File: src/rtl/zero_sequence_generator.sv
// zero_sequence_generator
// Turns queued run lengths into a serial zero-run stream: for each length L
// it emits L zeros followed by a single '1' marker. Lengths enter through a
// small valid/ready FIFO. Runs follow each other with no idle gap.
// Optional build macro: ZERO_SEQ_GEN_STATUS_EN adds the 8-bit runs_done
// output, which counts completed markers.
module zero_sequence_generator #(
  parameter int WIDTH = 4,
  parameter int DEPTH = 2
) (
  input  logic             clk,
  input  logic             NOT_RESET,
  input  logic             ENABLE,
  input  logic [WIDTH-1:0] in_len,
  input  logic             in_valid,
  output logic             in_ready,
  output logic             ser_out,
  output logic             ser_valid,
`ifdef ZERO_SEQ_GEN_STATUS_EN
  output logic [7:0]       runs_done,
`endif
  output logic             busy
);

  localparam int AW = $clog2(DEPTH);

  typedef enum logic [1:0] {
    IDLE  = 2'd0,
    ZEROS = 2'd1,
    MARK  = 2'd2
  } stateT;

  logic [WIDTH-1:0] fifoMem [DEPTH];
  logic [AW:0]      wrPtr;
  logic [AW:0]      rdPtr;
  logic             fifoEmpty;
  logic             fifoFull;
  logic             pushEn;
  logic             popEn;
  logic [WIDTH-1:0] headLen;

  stateT            state;
  logic [WIDTH-1:0] count;
  logic             serOutQ;
  logic             serValidQ;

  // The extra pointer bit tells full from empty when the indices match.
  assign fifoEmpty = (wrPtr == rdPtr);
  assign fifoFull  = (wrPtr[AW] != rdPtr[AW]) && (wrPtr[AW-1:0] == rdPtr[AW-1:0]);
  assign headLen   = fifoMem[rdPtr[AW-1:0]];

  // in_ready looks only at full, so a pop on the same edge cannot free a slot.
  assign in_ready  = NOT_RESET & ~fifoFull;
  assign pushEn    = in_valid & in_ready;

  // A new run is taken only from IDLE or from the marker cycle.
  assign popEn     = ENABLE & ~fifoEmpty & ((state == IDLE) | (state == MARK));

  assign ser_out   = serOutQ;
  assign ser_valid = serValidQ;
  assign busy      = (state != IDLE) | ~fifoEmpty;

  // FIFO storage write; the contents need no reset because the pointers gate them.
  always_ff @(posedge clk) begin
    if (pushEn) begin
      fifoMem[wrPtr[AW-1:0]] <= in_len;
    end
  end

  // Write pointer advances on each accepted push, even while ENABLE is low.
  always_ff @(posedge clk or negedge NOT_RESET) begin
    if (!NOT_RESET) begin
      wrPtr <= '0;
    end else if (pushEn) begin
      wrPtr <= wrPtr + 1'b1;
    end
  end

  // Read pointer advances when the generator starts a new run.
  always_ff @(posedge clk or negedge NOT_RESET) begin
    if (!NOT_RESET) begin
      rdPtr <= '0;
    end else if (popEn) begin
      rdPtr <= rdPtr + 1'b1;
    end
  end

  // Run FSM with registered serial outputs; a low ENABLE freezes it and blanks ser_valid.
  always_ff @(posedge clk or negedge NOT_RESET) begin
    if (!NOT_RESET) begin
      state     <= IDLE;
      count     <= '0;
      serOutQ   <= 1'b1;
      serValidQ <= 1'b0;
    end else if (!ENABLE) begin
      serValidQ <= 1'b0;
    end else begin
      case (state)
        IDLE, MARK: begin
          if (popEn) begin
            count     <= headLen;
            serValidQ <= 1'b1;
            if (headLen != '0) begin
              state   <= ZEROS;
              serOutQ <= 1'b0;
            end else begin
              state   <= MARK;
              serOutQ <= 1'b1;
            end
          end else begin
            state     <= IDLE;
            serOutQ   <= 1'b1;
            serValidQ <= 1'b0;
          end
        end
        ZEROS: begin
          serValidQ <= 1'b1;
          if (count == WIDTH'(1)) begin
            state   <= MARK;
            serOutQ <= 1'b1;
          end else begin
            count   <= count - 1'b1;
            serOutQ <= 1'b0;
          end
        end
        default: begin
          state     <= IDLE;
          serOutQ   <= 1'b1;
          serValidQ <= 1'b0;
        end
      endcase
    end
  end

`ifdef ZERO_SEQ_GEN_STATUS_EN
  logic [7:0] runsDone;

  // Counts every enabled marker cycle, that is, every exit from MARK. It wraps naturally.
  always_ff @(posedge clk or negedge NOT_RESET) begin
    if (!NOT_RESET) begin
      runsDone <= '0;
    end else if (ENABLE && (state == MARK)) begin
      runsDone <= runsDone + 1'b1;
    end
  end

  assign runs_done = runsDone;
`endif

endmodule
File: config.mk
export PLATFORM = sky130hd
export DESIGN_NAME = zero_sequence_generator
export DESIGN_NICKNAME = d
export VERILOG_FILES = /design/src/rtl/zero_sequence_generator.sv
export SDC_FILE = /design/constraint.sdc
export NUM_CORES = 1
export LEC_CHECK = 0
export BUFFER_PORTS_ARGS = -buffer_cell sky130_fd_sc_hd__buf_2
export CAP_MARGIN = 40
export CORE_MARGIN = 1.5
export CORE_UTILIZATION = 45
export CTS_BUF_LIST = sky130_fd_sc_hd__clkbuf_2 sky130_fd_sc_hd__clkbuf_4 sky130_fd_sc_hd__clkbuf_8
export CTS_CLUSTER_SIZE = 16
export DETAILED_ROUTE_END_ITERATION = 6
export PLACE_DENSITY_LB_ADDON = 0.05
export SYNTH_ARGS = -nofsm -noshare
export SYNTH_HDL_FRONTEND = slang
export SYNTH_SLANG_ARGS = --single-unit
export TNS_END_PERCENT = 5
File: constraint.sdc
create_clock -name clk -period 1.62 [get_ports clk]
set_input_delay 0.324 -clock clk [delete_from_list [all_inputs] [get_ports clk]]
set_output_delay 0.324 -clock clk [all_outputs]
set_load 0.02 [all_outputs]
After elaboration in Yosys (flattened, before gate mapping)
Memories as Yosys holds them, arrays and structs flattened.
Index checks and enable logic that the tools add are counted.

word-level totals
  flip-flop bits (word level) = 12
  memory bits (writable) = 8
  input bits = 8
  output and inout port bits = 4
  word-level logic and storage cells = 51
  memories kept = 1

cells by class
  add/sub/neg operators = 3
  eq/ne operators = 9
  mux-type cells = 16
  bitwise operators = 8
  reduce and logical (&&, ||, !) cells = 8

memory list
  memory   words  width  read ports  clocked after memory_dff  wr ports  RTL line  source
  fifoMem  2      4      1           0                         1         33        logic [WIDTH-1:0] fifoMem [DEPTH];

operator list
  operator                                           count
  2-to-1 mux 4 bit                                   2
  case mux 4 bit (2 select lines)                    1
  2-to-1 mux 1 bit                                   7
  2-to-1 mux 2 bit                                   3
  inequality test 2 bit (second input constant)      3
  adder 2 x 1 -> 2 bit (second input constant)       2
  bitwise AND 1 bit                                  4
  == test 4 x 1 -> 1 bit (second input constant)     1
  case mux 1 bit (2 select lines)                    2
  case mux 2 bit (2 select lines)                    1
  AND reduction 4 bit                                1
  nonzero test 2 bit                                 2
  nonzero test 4 bit                                 1
  subtractor 4 x 1 -> 4 bit (second input constant)  1
  == test 2 x 1 -> 1 bit (second input constant)     1
  == test 2 bit                                      1
  == test 2 bit (second input constant)              1
  zero test 2 bit                                    1
  inverter 1 bit                                     2
  bitwise OR 1 bit                                   2
  AND reduction 2 bit                                1
  OR reduction 2 bit                                 1
  == test 1 bit                                      1
  logical AND 1 bit                                  1
  inequality test 1 bit                              1

Longest topological paths before layout
  word-level depth = 7
  depth in mapped cells = 6
  gate-level depth less buffers = 6

Least setup slack after synthesis
No wires, ideal clock.

  kind = register -> register
  from = register rdPtr[0]
  to = memory fifoMem[0][0], enable pin
  setup time = 329 ps
  arrival time = 1315 ps
  data required time = 1291 ps
  path slack = -24 ps
  stages on the path, launching flop included = 6
  buffers on the path = 1
  clock period less this slack = 1644 ps
  path through = dfrtp_1 -> buf_4 -> xnor2_1 -> a21boi_2 -> nand2_1 -> nor2_1

between the ends
  cells in the longest elaborated chain, start to end = 7

RTL lines
  item                                    RTL line  source
  start: declaration                      35        logic [AW:0] rdPtr;
  start signal: assignment                84        rdPtr <= rdPtr + 1'b1;
  == test 1 bit                           49        assign fifoFull = (wrPtr[AW] != rdPtr[AW]) && (wrPtr[AW-1:0] == rdPtr[AW-1:0]);
  logical AND 1 bit                       49
  inverter 1 bit                          53        assign in_ready = NOT_RESET & ~fifoFull;
  bitwise AND 1 bit                       53
  net in_ready                            16        output logic in_ready,
  bitwise AND 1 bit                       54        assign pushEn = in_valid & in_ready;
  2-to-1 mux 1 bit                        65        if (pushEn) begin
  2-to-1 mux 1 bit (not written as such)  66        fifoMem[wrPtr[AW-1:0]] <= in_len;
  end: declaration                        33

The timed path passes the listed nets, and every way through them passes these cells.

Worst setup path after layout
  from = register wrPtr[0]
  to = output busy

between the ends
  cells in the longest elaborated chain, start to end = 3

RTL lines
  item                      RTL line  source
  start: declaration        34        logic [AW:0] wrPtr;
  start signal: assignment  75        wrPtr <= wrPtr + 1'b1;
  == test 2 bit             48        assign fifoEmpty = (wrPtr == rdPtr);
  inverter 1 bit            61        assign busy = (state != IDLE) | ~fifoEmpty;
  bitwise OR 1 bit          61
  end: declaration          22        output logic busy

Every way passes these cells.

==> metrics.yaml <==
run_status: "completed"
max_slew_violations: 0
grt_pass1_vias: 669
fin_worst_skew_ps: 3.314
gpl.final_weighted_congestion: 0.8145
postSynthNetCount: 93
critical-path-max-stage-delay_ps: 450
synthDistinctLibCells: 35
critPathBufInv: 1
yosys_top_cell_by_area: "sky130_fd_sc_hd__dfrtp_1"
maximum_fanout_encountered_on_the_critical_timing_path: 3
die_area_sq_mm: 0.002487
viasPerCell: 5.069
final_layout_size_suffix_gt1_frac: 0.3495
r2r-end: "count[1]"
cts.root.buffer_cell: "sky130_fd_sc_hd__clkbuf_4"
finalCritPeriodShare: 0.9892
cp.required_ps: 1300
crit_arrival_ps: 1280
port_buffers: 11
clk_transition_reported_paths_ps: 110
rows: 16
synth_top_area_share: 0.2785
global_route_wire_length_before_repair_um: 2960
synthMostInstantiatedCell: "sky130_fd_sc_hd__dfrtp_1"
hold_depth: 1
dr_total_vias: 659
fin_nets: 114
power_per_cell_area_mw_per_mm2: 1948
finish.instance_area_sq_mm: 0.001184
highest-signal-layer: "met4"
finalHoldWorstSlack_ps: 207.9
design_power_total_w: 0.002305
drc_markers: 0
postSynthCellCount: 83
async_flop_share: 0.6000
type_of_element_capturing_the_critical_path: "output port"
startpoint_type: "register"
cells_on_worst_reg2reg_path: 4
max_slew_margin: 0.6761
min_from: "in_len[1]"
finalHoldViolCount: 0
critical_path_class: "register to output port"
ios: 12
cts.htree.levels: 1
synth_top_flop_cell: "sky130_fd_sc_hd__dfrtp_1"
cts_buffers: 3
antenna_cells: 0
netlist_area_sq_um: 988.4
synth-seq-area-share: 0.5481
rsz0062_at_grt: "true"
report.final.setup_viol: 0
met2_wirelength_um: 825
avgRoutedWirePerCell_um: 12.91
whs_endpoint: "fifoMem[1][1]"
synth.ff_latch_count: 20
leakage_power_nw: 0.4923
post_synth_edffs: 8
worstReg2RegStart: "wrPtr[1]"
grt_start_max_net_pins: 13
die_h_um: 49.87
syn_area_cell_sq_um: 11.91
core_area_sq_mm: 0.002022
crit_chain: "xor2_2, nor2_2, nand2_1, buf_2"
grt_use_total: 0.1644
cts_tree: "yes"
number_of_antenna_violations_at_the_first_check_in_global_routing: 0
clk_path_buf_depth: 2
timing.critical_path.slowest_stage_cell: "sky130_fd_sc_hd__dfrtp_2"
netlist_top_cells_count: "sky130_fd_sc_hd__dfrtp_1 (11), sky130_fd_sc_hd__edfxtp_1 (8), sky130_fd_sc_hd__nor2_1 (6)"
ff2ff_setup_slack_ps: 100
cell_types_with_the_largest_area_share_after_synthesis: "sky130_fd_sc_hd__dfrtp_1 (28%), sky130_fd_sc_hd__edfxtp_1 (24%), sky130_fd_sc_hd__mux2i_1 (4.1%), sky130_fd_sc_hd__xnor2_1 (3.5%), sky130_fd_sc_hd__dfstp_2 (2.7%)"
ys_warn_count: 0
dp_hpwl_um: 1306
fmax_mhz: 624.1
timing.final.crit_period_ps: 1602
cpLargestDelayFamily: "flip-flops"
area_growth_syn_to_layout_pct: 19.75
insertion_delay_ps: 290
die_w_um: 49.87
routed-wl-met3_um: 83
hold_path.class: "input port to register"
drt-met1-wl_um: 750
tightest_slew_ps: 484.9
dr.pass1.iters: 4
initial_standard_cell_utilization_of_the_core: 0.4889
grt.overflow.total: 0
drt.antenna.violating_nets: 0
wirelength_um: 1678
tritoncts_num_sinks: 20
dpl-instance-area_sq_mm: 0.001101
first_iter_violations: 8
vdd.ir_drop.worst_v: 0.001170
cap_violations: 0
==> worst reg2reg max path: cells and delay by family, from the launching register on <==
kind	cells	cell delay [ps]
DFF	1	420
muxes	1	290
xor gates and xnor gates	1	210
AOI/OAI and AO/OA	2	500
==> power by group <==
part,switching [W],internal [W]
sequential,0.000153,0.000731
combinational,0.000590,0.000597
clock,0.000145,0.0000896
==> cells in the final DEF (no fill, tap or decap), types with 2 or more instances in the layout <==
cell and instances:
sky130_fd_sc_hd__dfrtp_1 10, sky130_fd_sc_hd__buf_2 10, sky130_fd_sc_hd__edfxtp_1 8, sky130_fd_sc_hd__buf_4 8, sky130_fd_sc_hd__inv_1 5, sky130_fd_sc_hd__o21ai_0 5
sky130_fd_sc_hd__xnor2_1 4, sky130_fd_sc_hd__nor2_1 4, sky130_fd_sc_hd__mux2i_1 4, sky130_fd_sc_hd__nand2_1 3, sky130_fd_sc_hd__a21oi_1 3, sky130_fd_sc_hd__clkbuf_4 3
sky130_fd_sc_hd__xor2_2 2, sky130_fd_sc_hd__nor2b_1 2, sky130_fd_sc_hd__o21a_1 2, sky130_fd_sc_hd__and2_1 2, sky130_fd_sc_hd__a22o_2 2, sky130_fd_sc_hd__nor4_1 2
sky130_fd_sc_hd__ha_1 2
==> kinds of logic (layout without fill, tap and decap cells) <==
| logic type | count (synthesis) | in the layout | synth area share |
|---|---|---|---|
| DFF | 20 | 20 | 0.5481 |
| adders and majority gates | 2 | 2 | 0.02531 |
| and+or+nand+nor | 21 | 21 | 0.1114 |
| muxes | 5 | 5 | 0.05569 |
| xor gates and xnor gates | 7 | 7 | 0.06203 |
| buffers and inverters | 8 | 28 | 0.03544 |
| AOI/OAI and AO/OA | 20 | 20 | 0.1620 |
==> metal layers <==
metal | global-route usage | vias to the layer above
li1 | - | 333
met1 | 0.2032 | 310
met2 | 0.2644 | 14
met3 | 0.04242 | 2
met4 | 0.08333 | 0
met5 | 0 | -
==> what timing repair did <==
item | 4_1_cts | 5_1_grt
endpoints found under the hold margin | 11 | 0
gates resized for setup | 2 | 5
gates cloned | 0 | 0
buffers inserted | 2 | 0
endpoints found under the setup margin | 2 | 5
hold buffers | 1 | 0
pin swaps | 2 | 0
==> how the worst max path moves through the flow <==
stage | startpoint | end | slack, ps | depth (start not counted)
final | wrPtr[0] | busy | 20 | 4
after global routing | wrPtr[0] | busy | -50 | 4
after CTS | wrPtr[0] | busy | -10 | 4
after detailed placement | count[1] | count[1] | 60 | 6
after global placement | count[1] | count[1] | 60 | 6
after floorplan | rdPtr[0] | fifoMem[0][0] | 40 | 5
==> metrics by stage <==
| stage | util | TNS, ps | setup WS, ps | std cells |
|---|---|---|---|---|
| final | 0.5854 | 0 | 17.57 | 130 |
| after global routing | 0.5854 | -99.14 | -49.79 | 130 |
| after CTS | 0.5749 | -13.06 | -13.06 | 130 |
| after detailed placement | 0.5446 | 0 | 63.96 | 123 |
| after global placement | 0.5446 | 0 | 61.19 | 123 |
| after floorplan | - | 0 | 38.89 | 83 |
==> state kept, by name, indices dropped and copies added, names as in the netlist <==
register and flops:
fifoMem 8, count 4, rdPtr 2, state 2, wrPtr 2, ser_out 1
ser_valid 1
==> layout make-up <==
type                            count  area (sq um)
Tap cell                           27         33.78
Clock inverter                      1         3.754
Fill cell                         182         838.3
Clock buffer                        3         22.52
Sequential cell                    20         543.0
Multi-Input combinational cell     55         441.7
Inverter                            5         18.77
Timing Repair Buffer               19         120.1
(Power assumes the default switching activity.)
